[src/rtl/axa_issue_ctrl_pkg.sv]
// axa_issue_ctrl_pkg
//   Shared definitions for the AXA issue/interlock controller:
//   default sizing, register-id width, controller state encodings and
//   operand source types used by decode.
package axa_issue_ctrl_pkg;

  localparam int unsigned AXA_NREGS     = 16;
  localparam int unsigned AXA_DEPTH     = 4;
  localparam int unsigned AXA_FLUSH_CYC = 1;
  localparam int unsigned AXA_REG_W     = $clog2(AXA_NREGS);

  typedef enum logic [2:0] {
    ST_RUN,
    ST_BJWAIT,
    ST_FLUSH,
    ST_DRAIN,
    ST_HALT
  } issue_state_e;

  typedef enum logic [1:0] {
    SRC_IMM,
    SRC_REG,
    SRC_ADDR,
    SRC_NONE
  } src_type_e;

  // Source types that read the register file during reg read
  function automatic logic src_is_reg(input src_type_e s);
    return (s == SRC_REG) || (s == SRC_ADDR);
  endfunction

endpackage

[src/rtl/axa_scoreboard.sv]
// axa_scoreboard
//   Per-register pending-write counters (0..DEPTH) for the AXA issue
//   controller.
//   Ports:
//     clk, reset              clock, async active-low reset
//     inc_en/inc_id           a writer of inc_id was issued
//     dec_en/dec_id           a writer of dec_id retired
//     q0_id/q1_id             query ids (source, destination)
//     q0_busy/q1_busy         query register has an outstanding write
//     all_clear               no register has an outstanding write
//     inc_ovf/dec_unf         increment at DEPTH / decrement at 0 (saturated)
//   Config: AXA_ISSUE_BYPASS_EN waives busy for a register whose last
//   pending write retires this cycle (dec_en/dec_id double as bypass ids).
module axa_scoreboard
  import axa_issue_ctrl_pkg::*;
#(
  parameter  int unsigned NREGS = AXA_NREGS,
  parameter  int unsigned DEPTH = AXA_DEPTH,
  localparam int unsigned ID_W  = $clog2(NREGS),
  localparam int unsigned CNT_W = $clog2(DEPTH + 1)
) (
  input  logic            clk,
  input  logic            reset,
  input  logic            inc_en,
  input  logic [ID_W-1:0] inc_id,
  input  logic            dec_en,
  input  logic [ID_W-1:0] dec_id,
  input  logic [ID_W-1:0] q0_id,
  input  logic [ID_W-1:0] q1_id,
  output logic            q0_busy,
  output logic            q1_busy,
  output logic            all_clear,
  output logic            inc_ovf,
  output logic            dec_unf
);

  logic [CNT_W-1:0] pend_q [NREGS];
  logic [CNT_W-1:0] pend_d [NREGS];
  logic [NREGS-1:0] inc_hit;
  logic [NREGS-1:0] dec_hit;

  always_comb begin
    inc_hit   = '0;
    dec_hit   = '0;
    inc_ovf   = 1'b0;
    dec_unf   = 1'b0;
    all_clear = 1'b1;
    for (int unsigned i = 0; i < NREGS; i++) begin
      inc_hit[i] = inc_en && (inc_id == ID_W'(i));
      dec_hit[i] = dec_en && (dec_id == ID_W'(i));
      pend_d[i]  = pend_q[i];
      // Simultaneous issue and retire on the same register cancel out
      if (inc_hit[i] && !dec_hit[i]) begin
        if (pend_q[i] == CNT_W'(DEPTH)) inc_ovf = 1'b1;
        else                            pend_d[i] = pend_q[i] + 1'b1;
      end else if (dec_hit[i] && !inc_hit[i]) begin
        if (pend_q[i] == '0) dec_unf = 1'b1;
        else                 pend_d[i] = pend_q[i] - 1'b1;
      end
      if (pend_q[i] != '0) all_clear = 1'b0;
    end
  end

  always_comb begin
    q0_busy = (pend_q[q0_id] != '0);
    q1_busy = (pend_q[q1_id] != '0);
`ifdef AXA_ISSUE_BYPASS_EN
    // Last outstanding write retiring now: reg-write forwards the result
    if (dec_en && (dec_id == q0_id) && (pend_q[q0_id] == CNT_W'(1))) q0_busy = 1'b0;
    if (dec_en && (dec_id == q1_id) && (pend_q[q1_id] == CNT_W'(1))) q1_busy = 1'b0;
`endif
  end

  always_ff @(posedge clk or negedge reset) begin
    if (!reset) begin
      for (int unsigned i = 0; i < NREGS; i++) pend_q[i] <= '0;
    end else begin
      for (int unsigned i = 0; i < NREGS; i++) pend_q[i] <= pend_d[i];
    end
  end

endmodule

[src/rtl/axa_issue_ctrl.sv]
// axa_issue_ctrl
//   Issue/interlock controller for the 4-stage AXA pipeline. Decides each
//   cycle whether the decoded instruction enters register read, tracks
//   pending register writes, serialises branch resolution and drains the
//   pipe on sys.
//   Ports:
//     clk, reset                     clock, async active-low reset
//     issue_valid/dst/src/src_rd/wr/bj/sys   decoded instruction
//     retire_valid/wr/dst            instruction leaving reg-write
//     bj_resolve/bj_taken            branch outcome pulse
//     issue_ok                       instruction accepted (combinational)
//     stall                          decode must hold pc/ir
//     flush                          squash fetch/decode contents
//     halt                           sticky, sys has drained
//     inflight                       issued but unretired count
//   Config: define AXA_ISSUE_BYPASS_EN to let a dependent instruction issue
//   in its producer's retire cycle (reg-write must forward).
module axa_issue_ctrl
  import axa_issue_ctrl_pkg::*;
#(
  parameter  int unsigned NREGS     = AXA_NREGS,
  parameter  int unsigned DEPTH     = AXA_DEPTH,
  parameter  int unsigned FLUSH_CYC = AXA_FLUSH_CYC,
  localparam int unsigned ID_W      = $clog2(NREGS),
  localparam int unsigned INF_W     = $clog2(DEPTH) + 1
) (
  input  logic             clk,
  input  logic             reset,
  input  logic             issue_valid,
  input  logic [ID_W-1:0]  issue_dst,
  input  logic [ID_W-1:0]  issue_src,
  input  logic             issue_src_rd,
  input  logic             issue_wr,
  input  logic             issue_bj,
  input  logic             issue_sys,
  input  logic             retire_valid,
  input  logic             retire_wr,
  input  logic [ID_W-1:0]  retire_dst,
  input  logic             bj_resolve,
  input  logic             bj_taken,
  output logic             issue_ok,
  output logic             stall,
  output logic             flush,
  output logic             halt,
  output logic [INF_W-1:0] inflight
);

  localparam int unsigned FC_W = (FLUSH_CYC > 1) ? $clog2(FLUSH_CYC) : 1;

  issue_state_e     state_q, state_d;
  logic [INF_W-1:0] inflight_q, inflight_d;
  logic [FC_W-1:0]  flush_cnt_q, flush_cnt_d;

  logic src_busy, dst_busy, all_clear;
  logic sb_inc_ovf, sb_dec_unf;
  logic hazard;
  logic inf_ovf, inf_unf;
  logic bj_stray;

  axa_scoreboard #(
    .NREGS (NREGS),
    .DEPTH (DEPTH)
  ) u_sb (
    .clk       (clk),
    .reset     (reset),
    .inc_en    (issue_ok & issue_wr),
    .inc_id    (issue_dst),
    .dec_en    (retire_valid & retire_wr),
    .dec_id    (retire_dst),
    .q0_id     (issue_src),
    .q1_id     (issue_dst),
    .q0_busy   (src_busy),
    .q1_busy   (dst_busy),
    .all_clear (all_clear),
    .inc_ovf   (sb_inc_ovf),
    .dec_unf   (sb_dec_unf)
  );

  // Destination is always checked: the ALU reads it as an operand
  always_comb begin
    hazard   = (issue_src_rd & src_busy) | dst_busy;
    issue_ok = issue_valid & (state_q == ST_RUN) & ~hazard &
               (inflight_q < INF_W'(DEPTH));
    stall    = (issue_valid & ~issue_ok) | (state_q != ST_RUN);
    flush    = (state_q == ST_FLUSH);
    halt     = (state_q == ST_HALT);
    inflight = inflight_q;
  end

  always_comb begin
    inflight_d = inflight_q;
    inf_ovf    = 1'b0;
    inf_unf    = 1'b0;
    if (issue_ok && !retire_valid) begin
      if (inflight_q == INF_W'(DEPTH)) inf_ovf = 1'b1;
      else                             inflight_d = inflight_q + 1'b1;
    end else if (retire_valid && !issue_ok) begin
      if (inflight_q == '0) inf_unf = 1'b1;
      else                  inflight_d = inflight_q - 1'b1;
    end
  end

  always_comb begin
    state_d     = state_q;
    flush_cnt_d = flush_cnt_q;
    bj_stray    = bj_resolve && (state_q != ST_BJWAIT);
    case (state_q)
      ST_RUN: begin
        if (issue_ok && issue_bj)       state_d = ST_BJWAIT;
        else if (issue_ok && issue_sys) state_d = ST_DRAIN;
      end
      ST_BJWAIT: begin
        if (bj_resolve) begin
          if (bj_taken) begin
            state_d     = ST_FLUSH;
            flush_cnt_d = FC_W'(FLUSH_CYC - 1);
          end else begin
            state_d = ST_RUN;
          end
        end
      end
      ST_FLUSH: begin
        if (flush_cnt_q == '0) state_d = ST_RUN;
        else                   flush_cnt_d = flush_cnt_q - 1'b1;
      end
      ST_DRAIN: begin
        if ((inflight_q == '0) && all_clear) state_d = ST_HALT;
      end
      ST_HALT: state_d = ST_HALT;
      default: state_d = ST_RUN;
    endcase
  end

  always_ff @(posedge clk or negedge reset) begin
    if (!reset) begin
      state_q     <= ST_RUN;
      inflight_q  <= '0;
      flush_cnt_q <= '0;
    end else begin
      state_q     <= state_d;
      inflight_q  <= inflight_d;
      flush_cnt_q <= flush_cnt_d;
    end
  end

`ifndef SYNTHESIS
  always_ff @(posedge clk) begin
    if (reset) begin
      if (bj_stray)
        $warning("axa_issue_ctrl: bj_resolve outside BJWAIT ignored");
      if (sb_inc_ovf || sb_dec_unf)
        $warning("axa_issue_ctrl: scoreboard counter saturated");
      if (inf_ovf || inf_unf)
        $warning("axa_issue_ctrl: inflight counter saturated");
    end
  end
`endif

endmodule

[config.mk]
export PLATFORM = sky130hd
export DESIGN_NAME = axa_issue_ctrl
export DESIGN_NICKNAME = d
export VERILOG_FILES = /design/src/rtl/axa_issue_ctrl_pkg.sv /design/src/rtl/axa_scoreboard.sv /design/src/rtl/axa_issue_ctrl.sv
export SDC_FILE = /design/constraint.sdc
export NUM_CORES = 1
export LEC_CHECK = 0
export CAP_MARGIN = 20
export CORE_UTILIZATION = 60
export DETAILED_ROUTE_END_ITERATION = 10
export PLACE_DENSITY = 0.8
export SLEW_MARGIN = 20
export SYNTH_ARGS = -nofsm -noshare
export SYNTH_HDL_FRONTEND = slang
export SYNTH_HIERARCHICAL = 1
export SYNTH_SLANG_ARGS = --single-unit
[constraint.sdc]
create_clock -name clk -period 8.4 [get_ports clk]
set_clock_uncertainty 0.1 [all_clocks]
set_input_delay 1.68 -clock clk [delete_from_list [all_inputs] [get_ports clk]]
set_output_delay 1.68 -clock clk [all_outputs]
set_load 0.01 [all_outputs]
* After elaboration in Yosys (flattened, before gate mapping)
Cells that the tools add are included.
Storage, ports and cells: bits in registers 55, output and inout bits 7
Operators by class: add/sub/neg operators 35, order comparisons 3, eq/ne operators 90, muxes and demuxes 101, bitwise logic cells 13, reduce and logical (&&, ||, !) cells 179
Operators by type and width (number):
- 2-to-1 mux 3 bit | 77
- logical AND 1 bit | 69
- equality test 4 bit, second input constant | 16
- nonzero test 3 bit | 19
- equality test 3 bit, second input constant | 18
- zero test 3 bit | 18
- AND reduction 3 bit | 18
- adder 3 x 1 -> 3 bit, second input constant | 17
- subtractor 3 x 1 -> 3 bit, second input constant | 17
- inequality test 2 bit, second input constant | 22
- nonzero test 2 bit | 18
- zero test 1 bit | 34
- equality test 4 x 3 -> 1 bit, second input constant | 8
- inequality test 2 x 1 -> 1 bit, second input constant | 16
- binary-select mux 3 bit (select 4 bit) | 2
- 2-to-1 mux 1 bit | 19
- equality test 4 x 2 -> 1 bit, second input constant | 4
- one-hot mux 3 bit (5 select lines) | 1
- greater-or-equal comparator 5 bit, second input constant | 2
- inverter 4 -> 5 bit | 2
- equality test 4 x 1 -> 1 bit, second input constant | 2
- zero test 4 bit | 2
- bitwise AND 1 bit | 7
- equality test 3 x 2 -> 1 bit, second input constant | 2
- 9 further kinds | 11

* Depth between registers and ports, before layout
Gate-level depths: netlist of the first run.
depth in word-level cells 20, mapped depth 20, mapped depth without buffers 19

* By module
Netlist of the first run, hierarchy kept.
By module, submodules not included:
- axa_scoreboard | instances 1, cells each 580, area an instance 4581.9 µm², sequential area each 1201.2 µm²
- axa_issue_ctrl | instances 1, cells each 55, area an instance 460.4 µm², sequential area each 150.1 µm²

* Worst setup path before layout of the first run
No wires, ideal clock.
path kind input to register, start input issue_dst[1], end register u_sb/pend_q[47] (netlist name), setup time 0.129 ns, arrival 5.812 ns, required time 8.171 ns, setup slack 2.359 ns, cell stages on the path 17, path buffers 1, path through clkbuf_1 mux4_2 nor4bb_1 a311oi_1 nor2_2 nand3_2 nor4_1 and2_1 or3b_2 nor3_1 ha_1 inv_1 fa_1 nor2b_1 o221a_2 a21oi_1 o21ai_0
Between the ends: cells in the longest elaborated chain, start to end 15, elaborated cells between the ends (all ways) 20, classes of those cells eq/ne: 2; mux: 4; bitwise: 6; reduce/logical: 8
Ends and longest elaborated chain:
- from (decl) | line axa_issue_ctrl.sv:30 | input logic [ID_W-1:0] issue_dst,
- inverter 4 -> 5 bit (implied by the code) (*) | line axa_scoreboard.sv:66 | q1_busy = (pend_q[q1_id] != '0);
- binary-select mux 3 bit (select 4 bit) (*) | line axa_scoreboard.sv:66
- 2-to-1 mux 3 bit (implied by the code) (*) (2 in series) | line axa_scoreboard.sv:66
- nonzero test 3 bit (*) | line axa_scoreboard.sv:66
- via dst_busy | line axa_issue_ctrl.sv:54 | logic src_busy, dst_busy, all_clear;
- OR 1 bit (*) | line axa_issue_ctrl.sv:81 | hazard = (issue_src_rd & src_busy) | dst_busy;
- inverter 1 bit (*) | line axa_issue_ctrl.sv:82 | issue_ok = issue_valid & (state_q == ST_RUN) & ~hazard &
- bitwise AND 1 bit (*) (2 in series) | line axa_issue_ctrl.sv:82
- via issue_ok | line axa_issue_ctrl.sv:41 | output logic issue_ok,
- bitwise AND 1 bit (*) | line axa_issue_ctrl.sv:66 | .inc_en (issue_ok & issue_wr),
- logical AND 1 bit (*) | line axa_scoreboard.sv:49 | inc_hit[i] = inc_en && (inc_id == ID_W'(i));
- zero test 1 bit | line axa_scoreboard.sv:56 | end else if (dec_hit[i] && !inc_hit[i]) begin
- logical AND 1 bit | line axa_scoreboard.sv:56
- nonzero test 2 bit (no line)
- AND reduction 3 bit (no line)
- to (decl) | line axa_scoreboard.sv:37 | logic [CNT_W-1:0] pend_q [NREGS];
Mark *: on every way through the listed nets, which the timed path passes. The rest lies on a longest branch. The select of a mux whose other input is x is not followed. A chain may end at the register's enable or synchronous reset.

* Worst setup path in the final report of the first run
start input issue_dst[1], end output issue_ok
Between the ends: cells in the longest elaborated chain, start to end 9
Ends and longest elaborated chain (line):
- inverter 4 -> 5 bit (implied by the code) | axa_scoreboard.sv:66
- binary-select mux 3 bit (select 4 bit) | axa_scoreboard.sv:66
- 2-to-1 mux 3 bit (implied by the code) (2 in series) | axa_scoreboard.sv:66
- nonzero test 3 bit | axa_scoreboard.sv:66
- via dst_busy | axa_issue_ctrl.sv:54
- OR 1 bit | axa_issue_ctrl.sv:81
- inverter 1 bit | axa_issue_ctrl.sv:82
- bitwise AND 1 bit (2 in series) | axa_issue_ctrl.sv:82
- to (decl) | axa_issue_ctrl.sv:41
The timed path passes the listed nets, and every way through them passes these cells. The select of a mux whose other input is x is not followed.

==> results of run 1 <==
==> final timing paths <==
check                           startpoint         endpoint  slack (ns)
min reg2reg                     state_q[2]       state_q[0]        0.45
min                             state_q[2]       state_q[0]        0.45
max in group asynchronous            reset  u_sb/pend_q[44]        6.36
max                           issue_dst[1]         issue_ok        1.53
min in group asynchronous            reset  u_sb/pend_q[29]        1.39
max reg2reg                u_sb/pend_q[21]  u_sb/pend_q[47]        3.57
==> where the power goes <==
part	switching [mW]	internal, mW
Sequential	0.106	0.313
Clock	0.0881	0.0668
Combinational	0.201	0.191
Total	0.396	0.571
==> layout make-up <==
cell class                 count  share of cell area
multi-input combinational    457              0.5980
sequential                    54              0.2606
timing repair buffer          30             0.05647
inverter                      59             0.04271
tap                          102             0.02461
clock buffer                   7             0.01665
clock inverter                 1           0.0009653
==> per-layer routing <==
metal	global-route usage	vias to the layer above
met5	0	-
met4	0.08995	0
met3	0.04271	38
met2	0.4552	124
met1	0.3519	2043
li1	-	2054
==> through the flow <==
step / hold WS (ns) / util / cells / worst slack, ns
after floorplan: 0.4004 / - / 589 / 2.460
after global placement: 0.4372 / 0.6626 / 702 / 1.621
after detailed placement: 0.4471 / 0.6626 / 702 / 1.572
after CTS: 0.4558 / 0.6745 / 710 / 1.583
after global routing: 0.5079 / 0.6745 / 710 / 1.277
final: 0.4529 / 0.6745 / 710 / 1.528
==> worst register-to-register path, delay by kind of cell, from the launching register on <==
kind | cells | cell delay [ns]
AOI/OAI and AO/OA | 4 | 0.69
adders and majority gates | 2 | 0.67
buffers and inverters | 1 | 0.07
DFF | 1 | 0.47
muxes | 1 | 0.37
and+or+nand+nor | 9 | 2.36
==> flip-flops by register name, summed over array words and instances, names as in the netlist <==
name and cells:
inflight 3, u_sb/pend_q 48, state_q 3
==> flow_metrics.py, run 1 <==
metrics = {
    "floorplanning": {
        "coreArea_sq_mm": 0.007687,
        "die_w_um": 90.94,
        "fp.dieArea_sq_mm": 0.008269,
        "die_h_um": 90.94,
        "rows": 32,
        "ios": 30,
        "initial_core_util": 0.6174,
    },
    "sta": {
        "fin_crit_ns": 6.872,
        "tightest_slew_ns": 0.7628,
        "slew_headroom": 0.4899,
        "fin_crit_sh": 0.8181,
        "hold_viol_final": 0,
        "setup_viol_count_final": 0,
        "rsz0062_at_grt": "false",
        "timing.setup.tns_ns": 0,
        "drv_slew": 0,
        "fmaxAchievable_mhz": 145.5,
    },
    "critical_path": {
        "reg2reg_depth": 17,
        "cp_num_buf_inv": 2,
        "crit_arrival_ns": 5.09,
        "cp.depth": 8,
        "critical_path.max_stage_delay_ns": 0.96,
        "crit_family": "buffers and inverters",
        "cp_max_fo": 20,
        "cp-end-kind": "output pin",
        "worst_path_max_delay_cell": "clkdlybuf4s50_1",
        "critical_path_class": "in2out",
        "path_cells": "clkdlybuf4s50_1 -> mux4_2 -> nor4bb_1 -> a311oi_1 -> nor2_2 -> nand3_2 -> nor4_1 -> clkdlybuf4s50_1",
        "worst_path_most_repeated_cell": "clkdlybuf4s50_1",
        "start_kind": "primary input",
        "cp.required_ns": 6.62,
    },
    "logic_synthesis": {
        "yosys_warnings": 6,
        "synth_cells": 589,
        "syn_avg_cell_area_sq_um": 8.057,
        "synth_nets": 661,
        "synth_area_sq_mm": 0.004746,
    },
    "cells_and_area": {
        "antenna_cells": 0,
        "final_cell_mix": "nor2_1, nand2_1, inv_1",
        "n_fill_cell": 665,
        "ff_latch_area_sq_mm": 0.001351,
        "stdcell_area_sq_mm": 0.005185,
        "multi_input_area_sq_mm": 0.003100,
        "syn2layout_area_growth_pct": 9.254,
        "layout_commonest_cell": "nor2_1",
        "drive_gt1_frac": 0.05592,
        "fin_nets": 679,
    },
    "drt": {
        "route.met2.wl_um": 5207,
        "ant_nets": 0,
        "wire_per_inst_um": 15.18,
        "drt-initial-drc-count": 352,
        "viasPerCell": 5.999,
        "wl_met3_um": 473,
        "via_count": 4259,
        "drt-total-wl_um": 10780,
        "dr.pass1.iters": 5,
        "route.detailed.drc": 0,
        "top_layer_used": "met4",
        "met1_length_um": 4797,
    },
    "clock_network": {
        "cts-root-buf": "clkbuf_8",
        "insertion_delay_ns": 0.32,
        "holdBufCountCts": 0,
        "cts_tree": "built",
        "ctsHtreeMaxLevel": 2,
        "post_cts_buffers": 0,
        "numCtsBuffers": 5,
        "cts_max_path_buffers": 2,
        "clkTransAtPathRegs_ns": 0.10,
        "clock_sinks": 54,
        "cts-resized-gates": 0,
    },
    "grt": {
        "grt.overflow.total": 0,
        "track_usage": 0.2688,
        "antenna_found_initial": 0,
        "grt_pass1_wl_um": 18020,
        "grt_max_degree": 55,
        "grt_pass1_vias": 3949,
    },
    "power": {
        "p_per_area_mw_per_mm2": 186.4,
        "p_leak_nw": 2.486,
        "ir_drop_v": 0.0001449,
        "power_mw": 0.9663,
    },
    "min_path": {
        "min_path_cells": 1,
        "worst_hold_path_type": "reg2reg",
    },
    "placed_design": {
        "gp_congestion": 0.9202,
        "post_dp_cell_area_sq_mm": 0.005094,
        "hpwl_um": 8114,
        "portBuffers": 29,
    },
    "flow_run": {
        "drv_cap": 0,
    },
    "run_status": {
        "outcome": "complete, no violations",
    },
}
(Power assumes the default switching activity.)
==> run 2, diff against run 1 <==
==> constraint.sdc (replaced) <==
create_clock -name clk -period 7.1 [get_ports clk]
set_clock_uncertainty 0.1 [all_clocks]
set_input_delay 1.42 -clock clk [delete_from_list [all_inputs] [get_ports clk]]
set_output_delay 1.42 -clock clk [all_outputs]
set_load 0.01 [all_outputs]
==> run 2 against run 1 <==
Clock power up 9.7%. Design area down 0.14%. Power up 17%. Worst hold slack better by 0.0051 ns. Die area unchanged. Worst setup slack worse by 0.56 ns. Critical path depth unchanged. Via count up 0.89%. Largest cell class unchanged. Utilization down 0.098 points. Sequential share of layout area about the same. Global-route usage up 0.44 points.
==> flow_metrics.py, run 2 (same netlist as run 1, synthesis figures left out) <==
metrics = {
    "critical_path": {
        "critical_path_class": "in2out",
        "cp-startpoint": "issue_dst[0]",
        "cp_num_buf_inv": 2,
        "path_cells": "clkdlybuf4s50_1 -> mux4_2 -> nor4bb_1 -> a311oi_1 -> nor2_2 -> nand3_2 -> nor4_1 -> clkdlybuf4s50_1",
        "start_kind": "primary input",
        "crit_family": "buffers and inverters",
        "worst_path_max_delay_cell": "clkdlybuf4s50_1",
        "critical_path.max_stage_delay_ns": 0.90,
        "cp.required_ns": 5.58,
        "cp_max_fo": 19,
        "cp-end-kind": "output pin",
        "worst_path_most_repeated_cell": "clkdlybuf4s50_1",
        "crit_arrival_ns": 4.62,
        "r2r-start": "u_sb/pend_q[23]",
    },
    "clock_network": {
        "ctsHtreeMaxLevel": 2,
        "cts-resized-gates": 0,
        "post_cts_buffers": 0,
        "numCtsBuffers": 5,
        "clock_sinks": 54,
        "cts_max_path_buffers": 2,
        "insertion_delay_ns": 0.31,
        "clkTransAtPathRegs_ns": 0.09,
        "cts-root-buf": "clkbuf_8",
        "holdBufCountCts": 0,
        "cts_tree": "built",
    },
    "cells_and_area": {
        "finalCoreUtilization": 0.6735,
        "fin_nets": 680,
        "drive_gt1_frac": 0.05428,
        "regMostFlops": "u_sb/pend_q",
        "layout_commonest_cell": "nor2_1",
        "antenna_cells": 0,
        "final_cell_mix": "nor2_1, nand2_1, inv_1",
        "syn2layout_area_growth_pct": 9.096,
        "largest_reg_flops": 48,
    },
    "floorplanning": {
        "ios": 30,
        "die_w_um": 90.94,
        "die_h_um": 90.94,
        "fp.dieArea_sq_mm": 0.008269,
        "initial_core_util": 0.6174,
        "rows": 32,
        "coreArea_sq_mm": 0.007687,
    },
    "power": {
        "ir_drop_v": 0.0001750,
        "p_per_area_mw_per_mm2": 218.7,
        "power_mw": 1.132,
        "p_leak_nw": 2.481,
    },
    "placed_design": {
        "hpwl_um": 8260,
        "portBuffers": 29,
        "gp_congestion": 0.9117,
        "place_ws_ns": 0.7513,
    },
    "drt": {
        "drt-initial-drc-count": 365,
        "via_count": 4297,
        "wire_per_inst_um": 15.32,
        "viasPerCell": 6.052,
        "dr.pass1.iters": 6,
        "route.detailed.drc": 0,
        "drt-total-wl_um": 10880,
        "ant_nets": 0,
    },
    "sta": {
        "timing.setup.tns_ns": 0,
        "drv_slew": 0,
        "tightest_slew_ns": 0.7172,
        "setup_ws_ns": 0.9638,
        "fin_crit_sh": 0.8643,
        "fin_crit_ns": 6.136,
        "hold_viol_final": 0,
        "slew_headroom": 0.5218,
        "setup_viol_count_final": 0,
        "rsz0062_at_grt": "false",
        "fmaxAchievable_mhz": 163.0,
    },
    "grt": {
        "use_met1": 0.3581,
        "top_usage_layer": "met2",
        "track_usage": 0.2733,
        "met3_usage": 0.04188,
        "grt.overflow.total": 0,
        "antenna_found_initial": 0,
        "met2_usage": 0.4672,
        "grt_pass1_vias": 3971,
        "grt_pass1_wl_um": 18280,
        "grt_max_degree": 55,
    },
    "min_path": {
        "holdCritStartpoint": "state_q[2]",
        "worst_hold_path_type": "reg2reg",
    },
    "flow_run": {
        "drv_cap": 0,
    },
    "run_status": {
        "outcome": "complete, no violations",
    },
}
[run 2: cell count changes in the layout (fill, tap and decap cells not counted)]
cell      delta
buf_4        +1
clkbuf_1     +1
clkbuf_8     -1
clkinv_2     -1
[run 2: stage by stage]
| step | area [sq um] | hold slack [ns] | std cells |
|---|---|---|---|
| 3_3_place_gp | 5101 | 0.4319 | 703 |
| 4_1_cts | 5177 | 0.4547 | 710 |
| 3_5_place_dp | 5101 | 0.4472 | 703 |
| 5_1_grt | 5177 | 0.4938 | 710 |
| 2_1_floorplan | 4746 | 0.4004 | 589 |
| 6_report | 5177 | 0.4580 | 710 |
[run 2: final timing paths]
check,end,slack (ns),cells past startpoint
worst min-delay path,state_q[0],0.46,1
worst min register to register,state_q[0],0.46,1
min in group asynchronous,u_sb/pend_q[27],1.15,2
worst max-delay path,issue_ok,0.96,8
worst max register to register,u_sb/pend_q[47],2.19,17
max in group asynchronous,state_q[2],5.29,2
[run 2: area by class of cell]
cell class / count / area [sq um]
multi-input cells: 457 / 3100
fillers: 674 / 2510
flip-flops and latches: 54 / 1351
repair buffers: 31 / 300.3
inverters: 59 / 221.5
well taps: 102 / 127.6
clock buffers: 7 / 76.32
[run 2: where the power goes]
group          internal (mW)  total (mW)  leakage [nW]  switching, mW
Combinational          0.227       0.466          1.71          0.239
Clock                 0.0685       0.170        0.0383          0.102
Sequential             0.370       0.496         0.734          0.127
Total                  0.665        1.13          2.48          0.468
[run 2: per-layer routing]
| metal | vias up | share of wire |
|---|---|---|
| met1 | 2054 | 0.43 |
| met4 | 0 | 0.021 |
| met2 | 154 | 0.49 |
| met3 | 27 | 0.063 |
| li1 | 2062 | - |
| met5 | - | 0 |
==> run 3, diff against run 2 <==
--- a/config.mk
+++ b/config.mk
@@ -7,6 +7,7 @@
 export LEC_CHECK = 0
 export CAP_MARGIN = 20
 export CORE_UTILIZATION = 60
+export CTS_CLUSTER_DIAMETER = 200
 export DETAILED_ROUTE_END_ITERATION = 10
 export PLACE_DENSITY = 0.8
 export SLEW_MARGIN = 20
==> results of run 3 <==
No change in the layout: final DEF, timing and power equal those of run 2.
